$ cat src/rtl/sysbus_arb_pkg.sv
// Shared types and constants for the two-port system bus arbiter.
package sysbus_arb_pkg;

    localparam int NREQ = 2;

    localparam logic PORT_FETCH = 1'b0;
    localparam logic PORT_DATA  = 1'b1;

    localparam logic [3:0] BEATS_MAX = 4'd15;

    typedef enum logic [1:0] {
        ST_IDLE  = 2'd0,
        ST_ISSUE = 2'd1,
        ST_WAIT  = 2'd2,
        ST_XFER  = 2'd3
    } state_e;

    function automatic logic [3:0] beats_sat_inc(input logic [3:0] v);
        return (v == BEATS_MAX) ? v : v + 4'd1;
    endfunction

endpackage

$ cat src/rtl/rr_picker.sv
// Two-way round-robin choice: on a tie the port that was not served last wins.
module rr_picker
    import sysbus_arb_pkg::*;
(
    input  logic [NREQ-1:0] req_i,
    input  logic            last_i,
    output logic            grant_o
);

    always_comb begin
        grant_o = PORT_FETCH;
        if (req_i[PORT_FETCH] && req_i[PORT_DATA]) begin
            grant_o = ~last_i;
        end else if (req_i[PORT_DATA]) begin
            grant_o = PORT_DATA;
        end
    end

endmodule

$ cat src/rtl/sysbus_arbiter.sv
// Single-outstanding arbiter joining the fetch and data ports onto one system bus,
// with response steering back to the owning port.
module sysbus_arbiter
    import sysbus_arb_pkg::*;
#(
    parameter int TAG_W = 13
) (
    input  logic                        clk,
    input  logic                        reset,
    input  logic [NREQ-1:0]             rq_reqcyc,
    input  logic [NREQ-1:0][63:0]       rq_req,
    input  logic [NREQ-1:0][TAG_W-1:0]  rq_reqtag,
    output logic [NREQ-1:0]             rq_reqack,
    output logic [NREQ-1:0]             rq_respcyc,
    input  logic [NREQ-1:0]             rq_respack,
    output logic [63:0]                 rq_resp,
    output logic [TAG_W-1:0]            rq_resptag,
    output logic                        bus_reqcyc,
    output logic [63:0]                 bus_req,
    output logic [TAG_W-1:0]            bus_reqtag,
    input  logic                        bus_reqack,
    input  logic                        bus_respcyc,
    output logic                        bus_respack,
    input  logic [63:0]                 bus_resp,
    input  logic [TAG_W-1:0]            bus_resptag,
    output logic                        owner,
    output logic                        busy,
    output logic [3:0]                  beats,
    output logic                        err_unexpected
);

    state_e           state_q, state_d;
    logic             owner_q, owner_d;
    logic             last_q, last_d;
    logic             err_q, err_d;
    logic [3:0]       beats_q, beats_d;
    logic [63:0]      req_q, req_d;
    logic [TAG_W-1:0] tag_q, tag_d;
    logic             grant;

    rr_picker u_pick (
        .req_i   (rq_reqcyc),
        .last_i  (last_q),
        .grant_o (grant)
    );

    always_ff @(posedge clk or negedge reset) begin
        if (!reset) begin
            state_q <= ST_IDLE;
            owner_q <= PORT_FETCH;
            last_q  <= PORT_DATA;
            beats_q <= '0;
            err_q   <= 1'b0;
        end else begin
            state_q <= state_d;
            owner_q <= owner_d;
            last_q  <= last_d;
            beats_q <= beats_d;
            err_q   <= err_d;
        end
    end

    // Request payload is only visible through ISSUE-gated outputs, so it needs no reset.
    always_ff @(posedge clk) begin
        req_q <= req_d;
        tag_q <= tag_d;
    end

    always_comb begin
        state_d     = state_q;
        owner_d     = owner_q;
        last_d      = last_q;
        beats_d     = beats_q;
        err_d       = err_q;
        req_d       = req_q;
        tag_d       = tag_q;
        rq_reqack   = '0;
        rq_respcyc  = '0;
        rq_resp     = '0;
        rq_resptag  = '0;
        bus_reqcyc  = 1'b0;
        bus_req     = '0;
        bus_reqtag  = '0;
        bus_respack = 1'b0;

        case (state_q)
            ST_IDLE: begin
                if (bus_respcyc) begin
                    err_d = 1'b1;
                end
                if (|rq_reqcyc) begin
                    owner_d = grant;
                    req_d   = rq_req[grant];
                    tag_d   = rq_reqtag[grant];
                    beats_d = '0;
                    state_d = ST_ISSUE;
                end
            end
            ST_ISSUE: begin
                if (bus_respcyc) begin
                    err_d = 1'b1;
                end
                bus_reqcyc         = 1'b1;
                bus_req            = req_q;
                bus_reqtag         = tag_q;
                rq_reqack[owner_q] = bus_reqack;
                if (bus_reqack) begin
                    state_d = ST_WAIT;
                end
            end
            ST_WAIT, ST_XFER: begin
                // The first beat can already be accepted in WAIT, so it is counted there too.
                rq_respcyc[owner_q] = bus_respcyc;
                bus_respack         = rq_respack[owner_q];
                rq_resp             = bus_resp;
                rq_resptag          = bus_resptag;
                if (bus_respcyc && rq_respack[owner_q]) begin
                    beats_d = beats_sat_inc(beats_q);
                end
                if (bus_respcyc) begin
                    state_d = ST_XFER;
                end else if (state_q == ST_XFER) begin
                    state_d = ST_IDLE;
                    last_d  = owner_q;
                end
            end
            default: state_d = ST_IDLE;
        endcase
    end

    assign owner          = owner_q;
    assign busy           = (state_q != ST_IDLE);
    assign beats          = beats_q;
    assign err_unexpected = err_q;

endmodule

$ cat config.mk
export PLATFORM = sky130hd
export DESIGN_NAME = sysbus_arbiter
export DESIGN_NICKNAME = d
export VERILOG_FILES = /design/src/rtl/sysbus_arb_pkg.sv /design/src/rtl/rr_picker.sv /design/src/rtl/sysbus_arbiter.sv
export SDC_FILE = /design/constraint.sdc
export NUM_CORES = 1
export LEC_CHECK = 0
export BUFFER_PORTS_ARGS = -buffer_cell sky130_fd_sc_hd__buf_2
export CAP_MARGIN = 20
export CORE_AREA = 10 10 151 153
export DETAILED_ROUTE_END_ITERATION = 8
export DIE_AREA = 0 0 161 163
export PLACE_DENSITY = 0.57
export SYNTH_ARGS = -nofsm -noshare
export SYNTH_HDL_FRONTEND = slang
export SYNTH_HIERARCHICAL = 1
export SYNTH_SLANG_ARGS = --single-unit
$ cat constraint.sdc
create_clock -name clk -period 2.7 [get_ports clk]
set_input_delay 0.54 -clock clk [delete_from_list [all_inputs] [get_ports clk]]
set_output_delay 0.54 -clock clk [all_outputs]
set_load 0.03 [all_outputs]
==> impl_results.md <==
- Outcome: completed
- Top_reg_cell synth: edfxtp_1
- Clock network power share: 16.7%
- Worst path required time: 2160 ps
- Clock latency on the worst-skew pair: 340 ps
- Power Internal: 4.04 mW
- Post-CTS setup buffer count: 0
- Initial antenna violation count: 2
- Crit-path slowest cell: dfrtp_2
- Place WS: 570 ps
- TritonCTS clock tree: built
- R2r worst-path depth: 4
- Drt total wl: 20500 um
- Via Count: 4461
- Kind of cell adding the most delay to the critical path: buffers and inverters
- Net Count, Synth: 624
- EDFF count, synth: 77
- Hold buffer count at cts: 0
- First-pass GRT wire length: 29800 um
- Max clock buf depth: 2
- Slew of the pin with the lowest slew margin: 634 ps
- RSZ-0062 raised after global routing: no
- Post-cts resize count: 0
- I/O pin total: 406
- Share of cells above drive strength 1: 65.6%
- Worst IR Drop VDD: 0.000360 V
- Worst hold-check path type: input pin to async pin
- Yosys reg bits: 86
- R2R Setup Slk: 800 ps
- Net Sw Frac: 47.4%
- H-tree depth: 3
- Cell Chain, Critical Path: nor2_4 > buf_4 > and2_1 > buf_2
- Sequential fraction of design power: 27.4%
- Setup TNS: 0 ps
- Total gr overflow: 0
- Core ar.: 0.0199 mm^2
- FFs w/ async S/R, synth: 10.5%
- DRT iter0 DRCs: 216
- Startpoint Class: flop
- P_sw: 3.64 mW
- Final Util: 37.6%
- Cells after synthesis: 384
- Final Hold Viols: 0
- Fmax: 0.445 GHz
- Sequential area share after synthesis: 53.3%
- P&R area growth vs syn: 57.4%
- P_leak: 3.68 nW
- Slew HR: 57.6%
- Crit path time final: 2250 ps
- Tot GR Track Use: 14.7%
- Synth cell types: 32
- Initial Util: 23.9%
- Critical path's largest stage delay: 490 ps
- Post-DRT Antenna Nets: 0
- Syn Std Cell Area: 0.00476 mm^2
- Crit end category: output port
- Final period utilization: 83.3%
- Cell row count: 52
- Fillers: 2083
- Worst-path fanout max: 42
- Count of final max-slew check failures: 0
- Die footprint: 0.0262 mm^2
- DR WL/cell: 19.2 um
- Hpwl dp: 17000 um
- Sink Count: 86
- DRC viols: 0
- CTS Root Cell: clkbuf_16
- DIE WIDTH: 161 um
- Global placer's final weighted congestion: 0.830
- Vias per cell: 4.18
- Cts bufs inserted: 9
- Setup-failing EPs final: 0
- Yosys warns: 6
- Max cap viols: 0
- Power per cell area: 1020 mW/mm^2
- Avg Inst Size Synth: 12.4 um^2
- CTS clock-pin slew for the worst setup and hold paths: 60 ps
- Largest net degree at the start of global routing: 44
- CP arrival: 1710 ps
- Die Y: 163 um
- Crit path kind: flop to output port
- Post-Route Skew: 9.10 ps
- Logic pwr share: 55.9%
- Final-stage net count: 1029
- Stages on the worst setup path: 4
- Number of global-route vias before repair: 4882
- Final critical-path setup slack: 451 ps
- Port Buf Inserts: 405
- Initial DRT Pass Iterations: 4
- CP Buf/Inv Count: 2
## power groups by stage
stage | Sequential [mW] | Combinational, mW | Clock, mW
2_1_floorplan | 2.12 | 2.86 | 0
3_3_place_gp | 2.13 | 4.36 | 0
3_5_place_dp | 2.14 | 4.37 | 0
4_1_cts | 2.11 | 4.39 | 1.32
5_1_grt | 2.14 | 4.58 | 1.38
6_report | 2.10 | 4.29 | 1.28
## synth_stat cells (2+ instances only)
cell,instances,area (um^2)
clkbuf_1,22,82.6
o211ai_1,2,15.0
mux2_2,78,878
dfrtp_1,8,200
mux2i_1,3,30.0
nand3_1,2,10.0
and3_1,2,12.5
buf_2,4,20.0
inv_1,3,11.3
nor2_1,3,11.3
nand2_1,7,26.3
and2_1,154,963
edfxtp_1,77,2310
## per-layer routing
metal	up-vias	track usage, %	wire length, um
li1	2135	-	-
met1	2080	14.9	7400
met2	230	26.5	10800
met3	16	6.50	1960
met4	0	4.88	326
met5	-	0	0
## kinds of logic (layout without fill, tap and decap cells)
group	Yosys count	count (layout)	share of synthesized area, %
buffers and inverters	30	440	2.63
DFF	86	86	53.3
AOI/OAI and AO/OA	10	10	1.89
other	0	2	0
adders and majority gates	1	1	0.263
muxes	82	82	19.3
and+or+nand+nor	175	175	22.6
## cell usage in the layout, fill, tap and decap left out, types with 2 or more instances in the layout
cell type     n
buf_12        3
and3_1        2
o211ai_1      2
inv_1         2
nand2_1       7
edfxtp_1     77
diode_2       2
buf_4        13
mux2i_1       3
mux2_2       78
nor2_1        2
clkinvlp_4    3
nand3_1       2
clkbuf_16     9
and2_1      154
dfrtp_1       7
buf_2       405
## metrics by stage
stage               total power, mW  cell area [um^2]  std cells  hold slack (ps)
detailed placement             6.51              7190       1048              411
finish                         7.67              7490       1066             51.6
global placement               6.49              7190       1048              414
global route                   8.11              7490       1066             40.2
CTS                            7.82              7490       1064             33.9
floorplan                      4.98              4760        384              244
## worst reg2reg max path, delay by kind of cell, from the launching register on
family | cells | cell delay [ps]
buffers and inverters | 2 | 530
DFF | 1 | 490
AOI/OAI and AO/OA | 1 | 230
and+or+nand+nor | 1 | 270
## path summary, 6_finish.rpt
check                               start              to
setup / recovery               state_q[1]     bus_req[52]
hold / removal                      reset           owner
setup reg to reg               state_q[1]       req_q[41]
hold reg to reg            err_unexpected  err_unexpected
max in group asynchronous           reset          last_q
min in group clk               bus_reqack      state_q[0]
## layout make-up
class,count,area (um^2),share of cell area (%)
timing repair buffer,421,2180,29.2
inverter,3,15.0,0.200
antenna,2,5.00,0.0668
multi-input combinational,268,2110,28.2
clock inverter,6,70.1,0.935
tap,270,338,4.51
clock buffer,10,229,3.06
sequential,86,2540,33.9
## state kept, by name, summed over array words and instances (netlist names)
name            flops
tag_q              13
err_unexpected      1
last_q              1
state_q             2
beats               4
req_q              64
owner               1
No activity file was read; power rests on OpenSTA's default activity.
